**src/rtl/lsq_issue.sv**
```systemverilog
// lsq_issue: load/store queue issue stage.
// Buffers dispatched load/store operations in program order in a circular
// buffer and presents the head entry to the data cache through a
// ready/accept handshake. In-flight cache requests are capped at MAX_OUT by
// counting issues against completion pulses.
//
// Ports:
//   clk, reset (async, active-low)
//   dispatch_valid/opcode/address/data/tag -> enqueue request, dispatch_ready back
//   flush           squash all queued, not-yet-issued entries
//   ls_ready/opcode/address/data/tag        -> head entry offered to the cache
//   cache_ready     cache accepts the head entry this cycle
//   cache_done      one-cycle completion pulse
//   count           occupied entries
//   outstanding     issued-but-not-completed requests
//   err             sticky: completion seen with nothing outstanding
module lsq_issue #(
  parameter int DEPTH   = 8,
  parameter int MAX_OUT = 2
) (
  input  logic                    clk,
  input  logic                    reset,
  input  logic                    dispatch_valid,
  input  logic                    dispatch_opcode,
  input  logic [31:0]             dispatch_address,
  input  logic [31:0]             dispatch_data,
  input  logic [5:0]              dispatch_tag,
  output logic                    dispatch_ready,
  input  logic                    flush,
  output logic                    ls_ready,
  output logic                    ls_opcode,
  output logic [31:0]             ls_address,
  output logic [31:0]             ls_data,
  output logic [5:0]              ls_tag,
  input  logic                    cache_ready,
  input  logic                    cache_done,
  output logic [$clog2(DEPTH):0]  count,
  output logic [3:0]              outstanding,
  output logic                    err
);

  localparam int AW = $clog2(DEPTH);
  localparam int CW = AW + 1;

  logic        mem_op   [DEPTH];
  logic [31:0] mem_addr [DEPTH];
  logic [31:0] mem_data [DEPTH];
  logic [5:0]  mem_tag  [DEPTH];

  logic [AW-1:0] wr_ptr;
  logic [AW-1:0] rd_ptr;
  logic          push;
  logic          issue;

  // No push-through-pop: a full queue refuses dispatch even on an issue cycle.
  assign dispatch_ready = (count < CW'(DEPTH));
  assign ls_ready       = (count != '0) && (outstanding < 4'(MAX_OUT)) && !flush;
  assign push           = dispatch_valid && dispatch_ready && !flush;
  assign issue          = ls_ready && cache_ready;

  assign ls_opcode  = mem_op[rd_ptr];
  assign ls_address = mem_addr[rd_ptr];
  assign ls_data    = mem_data[rd_ptr];
  assign ls_tag     = mem_tag[rd_ptr];

  // Storage is cleared on reset so the payload outputs read zero after reset.
  always_ff @(posedge clk or negedge reset) begin
    if (!reset) begin
      for (int unsigned i = 0; i < DEPTH; i++) begin
        mem_op[i]   <= 1'b0;
        mem_addr[i] <= '0;
        mem_data[i] <= '0;
        mem_tag[i]  <= '0;
      end
    end else if (push) begin
      mem_op[wr_ptr]   <= dispatch_opcode;
      mem_addr[wr_ptr] <= dispatch_address;
      mem_data[wr_ptr] <= dispatch_data;
      mem_tag[wr_ptr]  <= dispatch_tag;
    end
  end

  // Pointers wrap naturally since DEPTH is a power of two.
  always_ff @(posedge clk or negedge reset) begin
    if (!reset) begin
      wr_ptr <= '0;
      rd_ptr <= '0;
      count  <= '0;
    end else if (flush) begin
      rd_ptr <= wr_ptr;
      count  <= '0;
    end else begin
      if (push)  wr_ptr <= wr_ptr + 1'b1;
      if (issue) rd_ptr <= rd_ptr + 1'b1;
      case ({push, issue})
        2'b10:   count <= count + 1'b1;
        2'b01:   count <= count - 1'b1;
        default: ;
      endcase
    end
  end

  // Flush does not touch outstanding: requests already issued still complete.
  always_ff @(posedge clk or negedge reset) begin
    if (!reset) begin
      outstanding <= '0;
      err         <= 1'b0;
    end else begin
      if (issue && !cache_done)
        outstanding <= outstanding + 4'd1;
      else if (!issue && cache_done && (outstanding != '0))
        outstanding <= outstanding - 4'd1;
      if (cache_done && (outstanding == '0))
        err <= 1'b1;
    end
  end

endmodule
```
**config.mk**
```make
export PLATFORM = sky130hd
export DESIGN_NAME = lsq_issue
export DESIGN_NICKNAME = d
export VERILOG_FILES = /design/src/rtl/lsq_issue.sv
export SDC_FILE = /design/constraint.sdc
export NUM_CORES = 1
export LEC_CHECK = 0
export CORE_MARGIN = 3
export CORE_UTILIZATION = 64
export CTS_CLUSTER_SIZE = 30
export DETAILED_ROUTE_END_ITERATION = 10
export GPL_TIMING_DRIVEN = 0
export PLACE_DENSITY = 0.83
export SYNTH_ARGS = -nofsm -noshare
export SYNTH_HDL_FRONTEND = slang
export SYNTH_SLANG_ARGS = --single-unit
```
**constraint.sdc**
```tcl
create_clock -name clk -period 6 [get_ports clk]
set_clock_uncertainty 0.2 [all_clocks]
set_input_delay 0.9 -clock clk [delete_from_list [all_inputs] [get_ports clk]]
set_output_delay 0.9 -clock clk [all_outputs]
set_load 0.02 [all_outputs]
```
Word level (Yosys, flattened, before mapping)
Index checks and enable logic that the tools add are counted.
{"block": "totals", "ff_bits": 583, "input_bits": 77, "output_inout_bits": 82, "elab_cells": 101}
{"block": "classes", "addsub": 6, "n_lt_le_gt_ge": 5, "n_eq_ne": 2, "n_mux": 28, "n_bitwise": 3, "reduce_logical": 20}
{"cell": "$bwmux 256", "n": 2}
{"cell": "$bmux 32 s3", "n": 2}
{"cell": "$mux 32", "n": 5}
{"cell": "$demux 32 s3", "n": 1}
{"cell": "$bwmux 48", "n": 1}
{"cell": "$bmux 6 s3", "n": 1}
{"cell": "$demux 6 s3", "n": 1}
{"cell": "$mux 6", "n": 3}
{"cell": "$mux 4", "n": 3}
{"cell": "$logic_and 1x1->1", "n": 10}
{"cell": "$add 4x1->4 const B", "n": 2}
{"cell": "$bwmux 8", "n": 1}
{"cell": "$ge 4x4->1 const B", "n": 2}
{"cell": "$not 3->4", "n": 2}
{"cell": "$pmux 4 s2", "n": 1}
{"cell": "$reduce_bool 4->1", "n": 2}
{"cell": "$sub 4x1->4 const B", "n": 2}
{"cell": "$add 3x1->3 const B", "n": 2}
{"cell": "$mux 3", "n": 2}
{"cell": "$logic_not 4->1", "n": 1}
{"cell": "$lt 4x1->1 const B", "n": 1}
{"cell": "$lt 4x2->1 const B", "n": 1}
{"cell": "$lt 4x4->1 const B", "n": 1}
{"cell": "$reduce_bool 2->1", "n": 2}
{"cell": "other kinds (9)", "n": 13}

Logic depth before layout (Yosys ltp)
{"block": "depth", "depth_word": 9, "ltp_mapped": 8}

Worst setup path before layout
Ideal clock, no wire load.
{"block": "synth_path", "path_kind": "input-to-reg", "from": "input flush", "to": "register outstanding[3]", "setup_time_ns": 0.133, "t_arrival_ns": 2.740, "required_ns": 5.667, "setup_slack_ns": 2.927, "stages": 8, "n_path_buf": 0, "cell_sequence": "or4_4 -> nor3_4 -> nand2b_1 -> ha_1 -> a21oi_1 -> and4b_1 -> mux2i_1 -> xnor2_1"}
{"block": "synth_between", "elab_chain_len": 7, "word_cells_on_any_way": 9, "cone_classes": "mux: 1; reduce/logical: 8"}
{"element": "start: declaration", "line": "29", "rtl": "input logic flush,"}
{"element": "$logic_not 1->1 (*)", "line": "57", "rtl": "assign ls_ready = (count != '0) && (outstanding < 4'(MAX_OUT)) && !flush;"}
{"element": "$logic_and 1x1->1 (*)", "line": "57"}
{"element": "$logic_and 1x1->1 (*)", "line": "59", "rtl": "assign issue = ls_ready && cache_ready;"}
{"element": "$logic_not 1->1", "line": "111", "rtl": "else if (!issue && cache_done && (outstanding != '0))"}
{"element": "$logic_and 1x1->1 (2 in series)", "line": "111"}
{"element": "$reduce_bool 2->1 (no line)"}
{"element": "end signal: assignment", "line": "110", "rtl": "outstanding <= outstanding + 4'd1;"}
{"element": "end signal: assignment", "line": "112", "rtl": "outstanding <= outstanding - 4'd1;"}
{"element": "end: declaration", "line": "38", "rtl": "output logic [3:0] outstanding,"}
Every way passes the cells marked *; elsewhere a longest branch is shown, timed or not.
A chain may end at the register's enable or synchronous reset.

Worst setup path after layout
{"block": "layout_path", "from": "register rd_ptr[1]", "to": "output ls_address[25]"}
{"block": "layout_between", "elab_chain_len": 4}
{"element": "start: declaration", "line": "51", "rtl": "logic [AW-1:0] rd_ptr;"}
{"element": "start signal: assignment", "line": "90", "rtl": "rd_ptr <= wr_ptr;"}
{"element": "start signal: assignment", "line": "94", "rtl": "if (issue) rd_ptr <= rd_ptr + 1'b1;"}
{"element": "$not 3->4 (not written as such)", "line": "62", "rtl": "assign ls_address = mem_addr[rd_ptr];"}
{"element": "$bmux 32 s3", "line": "62"}
{"element": "$mux 32 (not written as such) (2 in series)", "line": "62"}
{"element": "end: declaration", "line": "32", "rtl": "output logic [31:0] ls_address,"}
Every way passes these cells. The select of a mux whose other input is x is not followed.

==> results.md <==
- Post-route ant nets: 0
- Starting Density: 65.3%
- Number of remaining DRC errors: 0
- Die area: 43300 um2
- Final min period: 5.01 ns
- Tightest Pin Transition: 0.956 ns
- IO Count: 159
- GR peak layer: met2
- Vias in the first global route: 16000
- Chip Height: 208 um
- Most common library cells after synthesis: mux2_2, dfrtp_1, mux4_2, buf_2, clkbuf_1
- Yosys cell types: 42
- EDFF count, synth: 0
- Seq cells post-synth: 583
- Crit Path Max Fanout: 10
- Cell with the most instances after synthesis: mux2_2
- Final Cell Area: 30600 um2
- Critical path, cell by cell: buf_2 > clkbuf_1 > clkbuf_1 > mux4_2 > mux2_2 > clkdlybuf4s50_1
- Synth-to-layout area growth: 17.0%
- Switching share of power: 30.5%
- Reg power frac: 37.8%
- Mapped Cells: 1553
- Synthesis warning total: 0
- Root buffer cell: clkbuf_16
- Post-synthesis average cell area: 16.8 um2
- Total Routing Usage GR: 27.0%
- Iter 0 DRT Violations: 1063
- Seq/Total Area, Yosys: 55.8%
- Worst setup margin: 0.991 ns
- F_max: 200 MHz
- Worst-Skew Late Latency: 0.61 ns
- Wirelength per Cell: 24.4 um
- Largest net degree at the start of global routing: 129
- Status: finished, final reports clean
- Post-layout util: 76.5%
- Hold_buf cts: 0
- CTS H-tree lvls: 2
- Total Wirelength: 57.4 mm
- Async set-reset flop share out of synthesis: 100%
- Max-cap violation count: 0
- Register Area: 14600 um2
- Ranking of synthesized cells by area: dfrtp_1, mux2_2, mux4_2
- Clock Power Share: 21.6%
- Clock Sinks: 583
- Final slew viol count: 0
- Combinational power share: 40.6%
- Nets: 1860
- CP Launch Type: register
- HP Class: input port to asynchronous set/reset pin
- Drt pass-1 iters: 5
- Dpl ws: 1.66 ns
- Max-Slew Margin vs Limit: 36.3%
- Final setup vio count: 0
- Leakage power: 13.2 nW
- Multi-input gate area: 11000 um2
- RSZ-0062 raised after global routing: no
- CP bufs+invs: 4
- Worst path top cell family by delay: buffers and inverters
- Crit-path slowest cell: clkbuf_1
- WP data arrival: 3.91 ns
- Max VDD drop: 483 uV
- Grt total ovfl: 0
- Int Power: 12.5 mW
- Fillers: 2352
- TritonCTS buffer count: 58
- Met3 usage: 4.96%
- Postcts setup bufs: 0
- Main synth FF type: dfrtp_1
- Power Density: 587 nW/um2
- Via/cell ratio: 6.23
- Switch Pwr: 5.48 mW
- Met2 Track Usage GR: 44.4%
- Total Power: 18.0 mW
- CP most frequent cell: clkbuf_1
- Hold Fails Final Rpt: 0
- Worst path max stage delay: 0.69 ns
- Synthesized area: 26100 um2
- DR vias: 14700
- Core area: 40000 um2
- Worst setup path class: register to output pin
- Worst-path clk slew: 0.06 ns
- Top cell type's share of synthesized area: 55.8%
- Sum of negative setup slack: 0 ns
- Yosys top cell by area: dfrtp_1
- First-pass GRT wire length: 91.7 mm
- Hold_ws: 0.162 ns
- Initial antenna violation count: 7
- Dpl cell area: 28500 um2
- PortBufs: 158
- Num rows: 73
- Share of cells above drive strength 1: 51.9%
- Max Buffers Root-to-Sink: 3
- Synth Net Count: 1638
- Critical path data required time: 4.90 ns
- Die X: 208 um
- Placed cell count: 2240
- CP Capture Type: output pin
- DP HPWL: 36.6 mm
- Placer Congestion: 0.810
- CTS tree: built
- Final non-filler cell total: 2352
- Period utilization: 83.5%
- # resized after CTS: 0
- Met1 Track Usage GR: 38.2%
## cells in the final DEF, fill, tap and decap left out, drive strengths merged, types with 2 or more instances in the layout
cell           netlist  routed
bufinv               0       6
a21oi                6       6
a21o                 3       3
mux4               142     142
o21ai                7       7
clkdlybuf4s50        0     157
mux2               641     641
o22ai                2       2
a31oi                2       2
dfrtp              583     583
nand4                2       2
or4                  3       3
clkinvlp             0       2
inv                  3       3
buf                 75      80
mux2i                2       2
nand2               10      10
o31ai                2       2
clkbuf              26     123
nand3                6       6
nor2b                2       2
fa                   2       2
nand2b               2       2
xor2                 4       4
nor4                 3       3
clkinv               0       4
ha                   6       6
nor3                 5       5
diode                0       3
xnor2                4       4
nor2                 3       3
## power groups by stage
stage	combinational, mW	sequential, mW	clock, mW
2_1_floorplan	5.12	6.50	0
3_3_place_gp	7.12	6.73	0
3_5_place_dp	7.31	6.82	0
4_1_cts	7.37	6.78	3.94
5_1_grt	7.76	7.01	4.11
6_report	7.30	6.79	3.88
## cells by family after synthesis
group,Yosys count,share of synthesized area [%]
buffers and inverters,104,2.02
AOI/OAI and AO/OA,23,0.522
DFF,583,55.8
adders and majority gates,8,0.440
xor gates and xnor gates,8,0.268
muxes,785,39.9
and+or+nand+nor,42,1.01
## registers in the layout, summed over array words and instances (netlist names)
register and flops:
mem_data 256, outstanding 4, err 1, mem_addr 256
mem_op 8, mem_tag 48, wr_ptr 3, rd_ptr 3
count 4
## worst paths after layout
path                            cells past startpoint  slack (ns)                   from                   endpoint
worst min-delay path                                1        0.16                  reset   mem_addr[83]$_DFFE_PN0P_
min in group clk                                    1        0.26        err$_DFFE_PN0P_            err$_DFFE_PN0P_
worst max register to register                      8        2.99   count[3]$_DFFE_PN0P_       count[3]$_DFFE_PN0P_
worst min register to register                      1        0.26        err$_DFFE_PN0P_            err$_DFFE_PN0P_
max in group asynchronous                           3        3.82                  reset  mem_data[108]$_DFFE_PN0P_
worst max-delay path                                6        0.99  rd_ptr[1]$_DFFE_PN0P_             ls_address[25]
## routing by layer
metal | wire, um | up-vias
li1 | - | 6309
met1 | 24900 | 7950
met2 | 28800 | 304
met3 | 2530 | 89
met4 | 1110 | 8
met5 | 49 | -
## cell type report
cell class | instances | area share [%]
Antenna cell | 3 | 0.0245
Multi-Input combinational cell | 866 | 36.0
Inverter | 3 | 0.0368
Sequential cell | 583 | 47.7
Clock buffer | 97 | 6.12
Timing Repair Buffer | 162 | 5.55
Tap cell | 525 | 2.15
Buffer | 101 | 1.69
Clock inverter | 12 | 0.716
No activity file was read; power rests on OpenSTA's default activity.
